===== src/rtl/fp32_cmul_sequencer.sv =====
// fp32_cmul_sequencer
//   Accepts one complex operand pair (a, w) per transaction. It issues the four
//   real products ar*wr, ai*wi, ar*wi, ai*wr in that order to one shared,
//   pipelined FP32 multiplier. It then presents the four products as one bundle.
//   The multiplier has no valid signal, so a tag pipe of depth MUL_LATENCY
//   travels alongside it. Each tag names the product register that the result
//   arriving in that cycle belongs to.
//
// Ports
//   clk, rst                  clock, synchronous active-high reset
//   in_valid/in_ready         operand pair handshake
//   a_re,a_im,w_re,w_im,rm    operands (IEEE-754 single) and rounding mode
//   mul_x,mul_y,mul_rm        registered operands to the multiplier (0 outside ISSUE)
//   mul_product,mul_flags     multiplier result, MUL_LATENCY cycles after operands
//   out_valid/out_ready       product bundle handshake
//   p_rr,p_ii,p_ri,p_ir       ar*wr, ai*wi, ar*wi, ai*wr
//   out_flags                 OR of the four products' flags
//   dbg_state                 current FSM state (IDLE=0, ISSUE=1, WAIT=2, HOLD=3)
//   flags_clr,sticky_flags    only with FP32_CMUL_STICKY_FLAGS_EN: sticky flag
//                             accumulator over accepted bundles, clearable
//
// Handshake: a transfer happens on a rising clk edge where valid && ready.
// valid never depends on ready. Once out_valid is high, it stays high until
// the transfer, and the data stays stable during that time.
//
// Optional feature macro: FP32_CMUL_STICKY_FLAGS_EN
module fp32_cmul_sequencer #(
    parameter int MUL_LATENCY = 3,
    parameter int FLAG_W      = 5
) (
    input  logic              clk,
    input  logic              rst,
    input  logic              in_valid,
    output logic              in_ready,
    input  logic [31:0]       a_re,
    input  logic [31:0]       a_im,
    input  logic [31:0]       w_re,
    input  logic [31:0]       w_im,
    input  logic [2:0]        rm,
    output logic [31:0]       mul_x,
    output logic [31:0]       mul_y,
    output logic [2:0]        mul_rm,
    input  logic [31:0]       mul_product,
    input  logic [FLAG_W-1:0] mul_flags,
    output logic              out_valid,
    input  logic              out_ready,
    output logic [31:0]       p_rr,
    output logic [31:0]       p_ii,
    output logic [31:0]       p_ri,
    output logic [31:0]       p_ir,
    output logic [FLAG_W-1:0] out_flags,
`ifdef FP32_CMUL_STICKY_FLAGS_EN
    input  logic              flags_clr,
    output logic [FLAG_W-1:0] sticky_flags,
`endif
    output logic [1:0]        dbg_state
);

    typedef enum logic [1:0] {IDLE = 2'd0, ISSUE = 2'd1, WAIT = 2'd2, HOLD = 2'd3} state_t;

    state_t                        state;
    logic [1:0]                    cnt;
    logic [31:0]                   ar_q, ai_q, wr_q, wi_q;
    logic [2:0]                    rm_q;
    logic [MUL_LATENCY-1:0]        tag_vld;
    logic [MUL_LATENCY-1:0][1:0]   tag_idx;
    logic [31:0]                   nxt_x, nxt_y;
    logic                          tag_hit;
    logic [1:0]                    tag_out;

    assign dbg_state = state;
    assign tag_hit   = tag_vld[MUL_LATENCY-1];
    assign tag_out   = tag_idx[MUL_LATENCY-1];

    // Operands for the product after the current one. Product 0 is loaded
    // straight from the inputs at accept time, so that mul_x is valid in the
    // first ISSUE cycle.
    always_comb begin
        nxt_x = 32'h0;
        nxt_y = 32'h0;
        case (cnt)
            2'd0:    begin nxt_x = ai_q; nxt_y = wi_q; end
            2'd1:    begin nxt_x = ar_q; nxt_y = wi_q; end
            2'd2:    begin nxt_x = ai_q; nxt_y = wr_q; end
            default: begin nxt_x = 32'h0; nxt_y = 32'h0; end
        endcase
    end

    always_ff @(posedge clk) begin
        if (rst) begin
            state     <= IDLE;
            cnt       <= 2'd0;
            in_ready  <= 1'b1;
            out_valid <= 1'b0;
            mul_x     <= 32'h0;
            mul_y     <= 32'h0;
            mul_rm    <= 3'd0;
            ar_q      <= 32'h0;
            ai_q      <= 32'h0;
            wr_q      <= 32'h0;
            wi_q      <= 32'h0;
            rm_q      <= 3'd0;
            p_rr      <= 32'h0;
            p_ii      <= 32'h0;
            p_ri      <= 32'h0;
            p_ir      <= 32'h0;
            out_flags <= '0;
            tag_vld   <= '0;
            tag_idx   <= '0;
`ifdef FP32_CMUL_STICKY_FLAGS_EN
            sticky_flags <= '0;
`endif
        end else begin
            // The tag pushed while operands sit on mul_x leaves the last stage
            // in the same cycle that the matching product is on mul_product.
            for (int i = MUL_LATENCY - 1; i > 0; i--) begin
                tag_vld[i] <= tag_vld[i-1];
                tag_idx[i] <= tag_idx[i-1];
            end
            tag_vld[0] <= (state == ISSUE);
            tag_idx[0] <= cnt;

            if (tag_hit) begin
                case (tag_out)
                    2'd0:    p_rr <= mul_product;
                    2'd1:    p_ii <= mul_product;
                    2'd2:    p_ri <= mul_product;
                    default: p_ir <= mul_product;
                endcase
                out_flags <= out_flags | mul_flags;
            end

`ifdef FP32_CMUL_STICKY_FLAGS_EN
            // A clear in the same cycle as a handshake keeps that bundle's flags.
            sticky_flags <= (flags_clr ? '0 : sticky_flags)
                          | ((state == HOLD && out_ready) ? out_flags : '0);
`endif

            case (state)
                IDLE: begin
                    if (in_valid) begin
                        ar_q      <= a_re;
                        ai_q      <= a_im;
                        wr_q      <= w_re;
                        wi_q      <= w_im;
                        rm_q      <= rm;
                        mul_x     <= a_re;
                        mul_y     <= w_re;
                        mul_rm    <= rm;
                        cnt       <= 2'd0;
                        in_ready  <= 1'b0;
                        out_flags <= '0;
                        state     <= ISSUE;
                    end
                end
                ISSUE: begin
                    cnt <= cnt + 2'd1;
                    if (cnt == 2'd3) begin
                        mul_x  <= 32'h0;
                        mul_y  <= 32'h0;
                        mul_rm <= 3'd0;
                        state  <= WAIT;
                    end else begin
                        mul_x  <= nxt_x;
                        mul_y  <= nxt_y;
                        mul_rm <= rm_q;
                    end
                end
                WAIT: begin
                    if (tag_hit && tag_out == 2'd3) begin
                        out_valid <= 1'b1;
                        state     <= HOLD;
                    end
                end
                default: begin
                    if (out_ready) begin
                        out_valid <= 1'b0;
                        in_ready  <= 1'b1;
                        state     <= IDLE;
                    end
                end
            endcase
        end
    end

endmodule

===== config.mk =====
export PLATFORM = sky130hd
export DESIGN_NAME = fp32_cmul_sequencer
export DESIGN_NICKNAME = d
export VERILOG_FILES = /design/src/rtl/fp32_cmul_sequencer.sv
export SDC_FILE = /design/constraint.sdc
export NUM_CORES = 1
export LEC_CHECK = 0
export ABC_AREA = 0
export BUFFER_PORTS_ARGS = -buffer_cell sky130_fd_sc_hd__clkbuf_2
export CAP_MARGIN = 20
export CELL_PAD_IN_SITES_DETAIL_PLACEMENT = 0
export CELL_PAD_IN_SITES_GLOBAL_PLACEMENT = 1
export CORE_UTILIZATION = 40
export CTS_BUF_LIST = sky130_fd_sc_hd__clkbuf_4 sky130_fd_sc_hd__clkbuf_8 sky130_fd_sc_hd__clkbuf_16
export CTS_CLUSTER_DIAMETER = 50
export DETAILED_ROUTE_END_ITERATION = 8
export GPL_TIMING_DRIVEN = 0
export PLACE_DENSITY_LB_ADDON = 0.3
export SLEW_MARGIN = 0
export SYNTH_ARGS = -nofsm -noshare
export SYNTH_HDL_FRONTEND = slang
export SYNTH_SLANG_ARGS = --single-unit

===== constraint.sdc =====
create_clock -name clk -period 4.7 [get_ports clk]
set_clock_uncertainty 0.05 [all_clocks]
set_input_delay 0.47 -clock clk [delete_from_list [all_inputs] [get_ports clk]]
set_output_delay 0.47 -clock clk [all_outputs]
set_load 0.005 [all_outputs]

======== Word-level counts from Yosys, hierarchy flattened ========
Index checks and enable logic that the tools add are counted.
storage, ports and cells
  flip-flop bits (word level) ............. 346
  latch bits .............................. 0
  bits in writable memories ............... 0
  memory bits (read-only) ................. 0
  output and inout bits ................... 204
  word-level logic and storage cells ...... 86
  memories ................................ 0
cells by class
  $add $sub $neg .......................... 1
  multipliers ............................. 0
  div/mod/pow operators ................... 0
  order comparisons ....................... 0
  equal/unequal tests ..................... 11
  shifts and indexed selects .............. 0
  mux-type cells .......................... 27
  bitwise operators ....................... 4
  reductions and logical operators ........ 22
operators by type and width
  kind                   number
  $pmux W32 S2           4
  $mux W32               4
  $mux W5                3
  $reduce_and A2 Y1      6
  $eq A2 B2 Y1 const B   5
  $mux W2                5
  $reduce_or A2 Y1       4
  $eq A2 B1 Y1 const B   3
  $logic_not A2 Y1       3
  $mux W3                2
  $pmux W2 S3            1
  $pmux W3 S2            1
  $reduce_and A3 Y1      2
  $reduce_bool A2 Y1     3
  $or A5 B5 Y5           1
  $mux W1                4
  $ne A2 B2 Y1 const B   2
  $pmux W1 S2            2
  $pmux W2 S2            1
  $reduce_and A4 Y1      1
  $reduce_bool A4 Y1     1
  $not A1 Y1             3
  $reduce_or A3 Y1       1
  $add A2 B1 Y2 const B  1
  other kinds (2)        2

======== Depth between registers and ports, before layout ========
Gate-level depths: netlist (run 1).
  word-level depth ........................ 5
  gate-level depth with buffers ........... 9

======== Least setup slack after synthesis (run 1) ========
OpenSTA, ideal clock, no wires.
  kind .................................... reg-to-reg
  start ................................... reg cnt[1]
  end ..................................... reg mul_x[0]
  setup time .............................. 0.120 ns
  arrival time ............................ 1.715 ns
  data required time ...................... 4.530 ns
  path slack .............................. 2.816 ns
  cell stages (with the launch flop) ...... 9
  buffers on the path ..................... 3
  clock period less this slack ............ 1.884 ns
  path through ............................ dfxtp_1 -> clkbuf_1 -> inv_1 -> ha_1 -> clkbuf_1 -> clkbuf_1 -> nand2_1 -> a21oi_1 -> o31a_1
on the way
  longest elaborated chain between the ends .. 5
  elaborated cells on any way between the ends .. 8
  those cells by class .................... eq/ne (3); mux (3); reduce/logical (2)
RTL lines
  element                                                  RTL line  source
  from (decl)                                              62        logic [1:0] cnt;
  from (signal assigned)                                   157       cnt <= cnt + 2'd1;
  $eq A2 B2 Y1 / $logic_not A2 Y1 (equally long branches)  81        case (cnt)
  $reduce_or A2 Y1 (no source line)                        n/a
  $pmux W32 S2                                             81
  $mux W32 (*)                                             158       if (cnt == 2'd3) begin
  $pmux W32 S2 (*)                                         139       case (state)
  to (signal assigned)                                     147       mul_x <= a_re;
  to (signal assigned)                                     164       mul_x <= nxt_x;
  to (decl)                                                40        output logic [31:0] mul_x,
Mark *: on every way between the ends. The rest lies on a longest branch, timed or not.
A chain may end at the register's enable or synchronous reset.

======== Worst setup path after layout (run 1) ========
  start ................................... reg cnt[1]
  end ..................................... reg mul_x[12]
Same word-level chain as after synthesis.

==> results of run 1 <==
-- state kept, by name, summed over array words and instances, names as in the netlist, 3 cells and up --
register and count:
wr_q 32, mul_rm 3, out_flags 5, p_rr 32, tag_idx 4, mul_y 32
p_ir 32, p_ii 32, ai_q 32, p_ri 32, tag_vld 3, wi_q 32
rm_q 3, ar_q 32, mul_x 32
-- routing by layer --
layer  track usage, %  part of all wire (%)  vias up
met3             4.68                   6.1       76
met5                0                 0.024        -
met2             43.8                    47      426
met1             32.2                    44     6263
met4             8.79                   2.7        2
li1                 -                     -     6772
-- area by class of cell --
type	instances	area (um2)
multi-input combinational	1240	5990
clock inverter	16	250
fill	3403	16100
antenna	5	12.5
clock buffer	58	1230
sequential	346	6930
inverter	72	270
buffer	148	612
tap	448	561
timing repair buffer	374	1870
-- synth_stat cells (2+ instances only) --
cell and n:
nand3_1 2, o31a_1 33, and3b_1 2, nand3b_1 3
buf_1 4, nor2_1 42, nand2b_1 39, ha_1 8
inv_1 72, a21oi_1 365, dfxtp_1 346, nor3_1 5
nand2_1 553, a311oi_1 31, nor2b_1 40, buf_4 2
clkbuf_1 103, buf_2 39, o21ai_0 67, a2111oi_0 3
and2_1 33, mux2i_1 2
-- worst paths after layout --
kind           endpoint  slack [ns]  depth (start not counted)
max           mul_x[12]        2.06                          7
min            wi_q[16]        0.11                          3
max reg2reg   mul_x[12]        2.06                          7
min reg2reg  tag_vld[2]        0.39                          1
-- power by group through the flow --
| stage | combinational (mW) | clock [mW] | sequential, mW |
|---|---|---|---|
| 3_5_place_dp | 2.42 | 0 | 3.69 |
| 6_report | 2.42 | 3.45 | 3.63 |
| 4_1_cts | 2.43 | 3.50 | 3.63 |
| 3_3_place_gp | 2.38 | 0 | 3.67 |
| 5_1_grt | 2.70 | 3.63 | 3.67 |
| 2_1_floorplan | 1.48 | 0 | 3.64 |
-- critical path: cells and delay by family, from the launching register on --
kind	cells	cell delay (ns)
AO/OA/AOI/OAI	3	0.67
flip-flops	1	0.53
adder cells (fa/ha/maj)	1	0.33
buffers and inverters	3	0.93
-- cell families after synthesis --
kind of cell / count (synthesis) / synth area share, %
compound gates: 503 / 20.2
fa+ha+maj: 8 / 0.725
buf+inv: 220 / 6.39
flops: 346 / 50.2
mux: 4 / 0.326
simple gates: 725 / 22.2
==> impl_metrics.ini, run 1 <==
[logic_synthesis]
synthArstFlopShare_pct = 0
synth_edf_count = 0
avgSynthCellArea_um2 = 7.64
synthCells = 1806
synth_warnings = 0
synth_seq_cells = 346
synthFlopType = dfxtp_1
synth_top_area_share_pct = 50.2
synth_area_leaders = dfxtp_1 (50%), nand2_1 (15%), a21oi_1 (13%), clkbuf_1 (2.8%), o21ai_0 (2.4%)
syn_nets = 1986
synth_top_area_cell = dfxtp_1
synth_area_um2 = 13800
synth.distinct_cells = 34
yosysSeqAreaShare_pct = 50.2

[power]
powerDensity_nw_per_um2 = 535
pwr-share-comb_pct = 25.5
switching_share_pct = 32.4
pwr-share-seq_pct = 38.2
p_total_mw = 9.49
leakagePower_nw = 7.37
clkPwrFrac_pct = 36.3
vdd_ir_drop_max_v = 0.000291
p_sw_mw = 3.08
internal_power_mw = 6.42

[setup_path]
end_kind = flop
slowest_stage = dfxtp_1
path_class = reg2reg
critical_path.cell_chain = clkbuf_1 > inv_1 > ha_1 > clkbuf_1 > o21ai_0 > a21oi_1 > o31a_1
required_ns = 5.07
critPathMostFrequentCell = clkbuf_1
cp.arrival_ns = 3.00
r2r_start = cnt[1]
crit_start = cnt[1]
cp-start-kind = flop
critPathMaxFanout = 10
cpPeakStageDelay_ns = 0.53

[global_routing]
track_usage_pct = 25.6
antenna_found_initial = 6
grt_pass1_vias = 13100
grt_overflow = 0
grt_max_degree = 14
grt_pass1_wl_mm = 71.8

[cts]
postCtsHoldBufs = 0
cts-root-buf = clkbuf_16
post_cts_resized = 0
cts_htree_levels = 2
cts_made_buffers = 42
clock-sinks = 346
cts_setup_buffers = 0
cts.reportedPaths.clkPinSlew_ns = 0.06
cts_buffer_depth = 3
cts_tree = done
worstSkewPairLatency_ns = 0.53

[floorplan]
fp.dieArea_um2 = 35300
die_h_um = 188
initial_core_util_pct = 40.9
pin_count = 376
rows = 67
die_w_um = 188
coreArea_um2 = 33800

[route]
routedWlPerCell_um = 17.1
drtIter0Drc = 692
vias_per_cell = 5.00
dr.pass1.iters = 6
vias = 13500
drc = 0
totalWireLength_mm = 46.2
ant_nets = 0

[cells_and_area]
fin_util_pct = 52.5
area.growth.synth_to_final_pct = 28.5
final_nets = 2404
fin_cells = 2707
final_common_cell = nand2_1
drive_above_1_share_pct = 22.0
fin_area_um2 = 17700
final_cell_mix = nand2_1 (553), clkbuf_2 (374), a21oi_1 (365)

[timing]
setup_slack_ns = 2.06
timing.hold.ws_ns = 0.108
setup_violations = 0
max_slew.worst_pin.slew_ns = 0.830
max-slew-margin-rel_pct = 44.7
rsz0062_at_grt = no
hold_viol_final = 0
slew_viol_final = 0
max_freq_mhz = 379
min_period_over_period_pct = 56.1
period_needed_ns = 2.64
finalSetupTns_ns = 0

[placement]
portBuffers = 374
placed_cells = 2628
gp_congestion = 0.850
dp_hpwl_mm = 34.4
placed_area_um2 = 16200
pre_cts_ws_ns = 2.10

[worst_hold_path]
min_path_type = in2reg
min_from = w_im[16]

[run]
cap_viol_max_count = 0

[run_status]
status = complete, no violations
Note: power is estimated with default switching activity, not from simulation.
==> inputs of run 2 (changes only) <==
--- a/config.mk
+++ b/config.mk
@@ -10,7 +10,7 @@
 export CAP_MARGIN = 20
 export CELL_PAD_IN_SITES_DETAIL_PLACEMENT = 0
 export CELL_PAD_IN_SITES_GLOBAL_PLACEMENT = 1
-export CORE_UTILIZATION = 40
+export CORE_UTILIZATION = 34
 export CTS_BUF_LIST = sky130_fd_sc_hd__clkbuf_4 sky130_fd_sc_hd__clkbuf_8 sky130_fd_sc_hd__clkbuf_16
 export CTS_CLUSTER_DIAMETER = 50
 export DETAILED_ROUTE_END_ITERATION = 8
==> constraint.sdc (replaced) <==
create_clock -name clk -period 2.35 [get_ports clk]
set_clock_uncertainty 0.05 [all_clocks]
set_input_delay 0.235 -clock clk [delete_from_list [all_inputs] [get_ports clk]]
set_output_delay 0.235 -clock clk [all_outputs]
set_load 0.005 [all_outputs]
==> impl_metrics.ini, run 2 (synthesis results as in run 1) <==
[cts]
cts_htree_levels = 2
clock-sinks = 346
cts_tree = done
cts.reportedPaths.clkPinSlew_ns = 0.06
worstSkewPairLatency_ns = 0.57
cts-root-buf = clkbuf_16
cts_made_buffers = 44
cts_buffer_depth = 3
cts_setup_buffers = 0

[setup_path]
slowest_stage = dfxtp_2
cp.arrival_ns = 2.66
worst-path-buf-inv = 3
critPathMaxFanout = 10
crit_family = compound AO/OA/AOI/OAI gates
cp-start-kind = flop
critical_path.cell_chain = clkbuf_4 > inv_1 > ha_1 > clkbuf_1 > o21ai_0 > a21oi_1 > o31a_1
required_ns = 2.76
path_class = reg2reg
cpPeakStageDelay_ns = 0.44
end_kind = flop

[floorplan]
initial_core_util_pct = 34.6
coreArea_um2 = 39900
pin_count = 376
die_h_um = 203
die_w_um = 203
rows = 73
fp.dieArea_um2 = 41400

[route]
drtIter0Drc = 736
vias_per_cell = 4.82
drc = 0
totalWireLength_mm = 50.5
routedWlPerCell_um = 17.1
vias = 14200
dr.pass1.iters = 5
ant_nets = 0

[timing]
setup_violations = 0
slew_viol_final = 0
timing.hold.ws_ns = 0.187
max_slew.worst_pin.slew_ns = 0.747
rsz0062_at_grt = no
setup_slack_ns = 0.0983
period_needed_ns = 2.25
max-slew-margin-rel_pct = 50.2
hold_viol_final = 0
min_period_over_period_pct = 95.8
max_freq_mhz = 444
finalSetupTns_ns = 0

[placement]
dp_hpwl_mm = 36.2
pre_cts_ws_ns = -0.338
gp_congestion = 0.880
portBuffers = 374
placed_area_um2 = 16300
placed_cells = 2705

[cells_and_area]
final_common_cell = nand2_1
final_cell_mix = nand2_1 (553), clkbuf_2 (385), a21oi_1 (365)
area.growth.synth_to_final_pct = 41.3
drive_above_1_share_pct = 21.1
fin_area_um2 = 19500
fillers = 3992
fin_util_pct = 48.9
fin_cells = 2955
final_nets = 2575

[worst_hold_path]
min_path_type = in2reg

[power]
pwr-share-seq_pct = 37.9
p_sw_mw = 6.43
clkPwrFrac_pct = 35.3
internal_power_mw = 12.7
pwr-share-comb_pct = 26.9
vdd_ir_drop_max_v = 0.000520
p_total_mw = 19.1
leakagePower_nw = 8.08
switching_share_pct = 33.6
powerDensity_nw_per_um2 = 982

[run]
cap_viol_max_count = 0

[global_routing]
grt_max_degree = 13
antenna_found_initial = 4
track_usage_pct = 23.8
grt_pass1_wl_mm = 76.8
grt_overflow = 0
grt_pass1_vias = 13700

[run_status]
status = complete, no violations
[run 2: cell count changes in the layout (fill, tap and decap cells not counted), sizes merged]
| cell | previous run | this run |
|---|---|---|
| dlygate4sd3 | 0 | 169 |
| clkinv | 6 | 11 |
| clkinvlp | 1 | 6 |
| bufinv | 6 | 3 |
| buf | 45 | 43 |
| clkbuf | 535 | 533 |
| diode | 5 | 3 |
| inv | 75 | 76 |
[run 2: what timing repair did]
item / 4_1_cts / 5_1_grt
hold endpoints to repair: 321 / 0
pin swaps: 0 / 0
resized for setup: 5 / 17
hold buffers: 169 / 0
setup endpoints to repair: 31 / 68
[run 2: worst paths after layout]
path / start / to / slack [ns] / cells past startpoint
max: cnt[1] / mul_x[12] / 0.1 / 7
max reg2reg: cnt[1] / mul_x[12] / 0.1 / 7
min reg2reg: tag_vld[0] / tag_vld[1] / 0.38 / 1
min: in_valid / cnt[1] / 0.19 / 4
[run 2: tightest hold or removal path, stage by stage]
cell,delay (ns)
clkbuf_2,0.18
nand2b_1,0.17
a32oi_1,0.10
nor2_1,0.08
[run 2: layout make-up]
type / instances / area (um2) / share of cell area, %
Sequential cell: 346 / 6930 / 35.5
Multi-Input combinational cell: 1240 / 5990 / 30.7
Timing Repair Buffer: 543 / 3560 / 18.3
Clock buffer: 54 / 1210 / 6.19
Tap cell: 525 / 657 / 3.37
Buffer: 148 / 629 / 3.23
Inverter: 72 / 270 / 1.39
Clock inverter: 24 / 243 / 1.24
Antenna cell: 3 / 7.51 / 0.0385
[run 2: power by group through the flow]
stage               Clock, mW  Combinational, mW  Sequential [mW]
finish                   6.75               5.14             7.25
global route             7.14               5.70             7.34
CTS                      6.91               5.17             7.25
detailed placement          0               4.92             7.37
global placement            0               4.86             7.34
floorplan                   0               2.96             7.28
[run 2: routing by layer]
metal  wire length (um)  vias up  global-route usage [%]
met5                 13        -                       0
met4               1660        2                    9.72
met3               2840       95                    4.27
met2              24000      453                    40.9
met1              21900     6575                    29.2
li1                   -     7110                       -
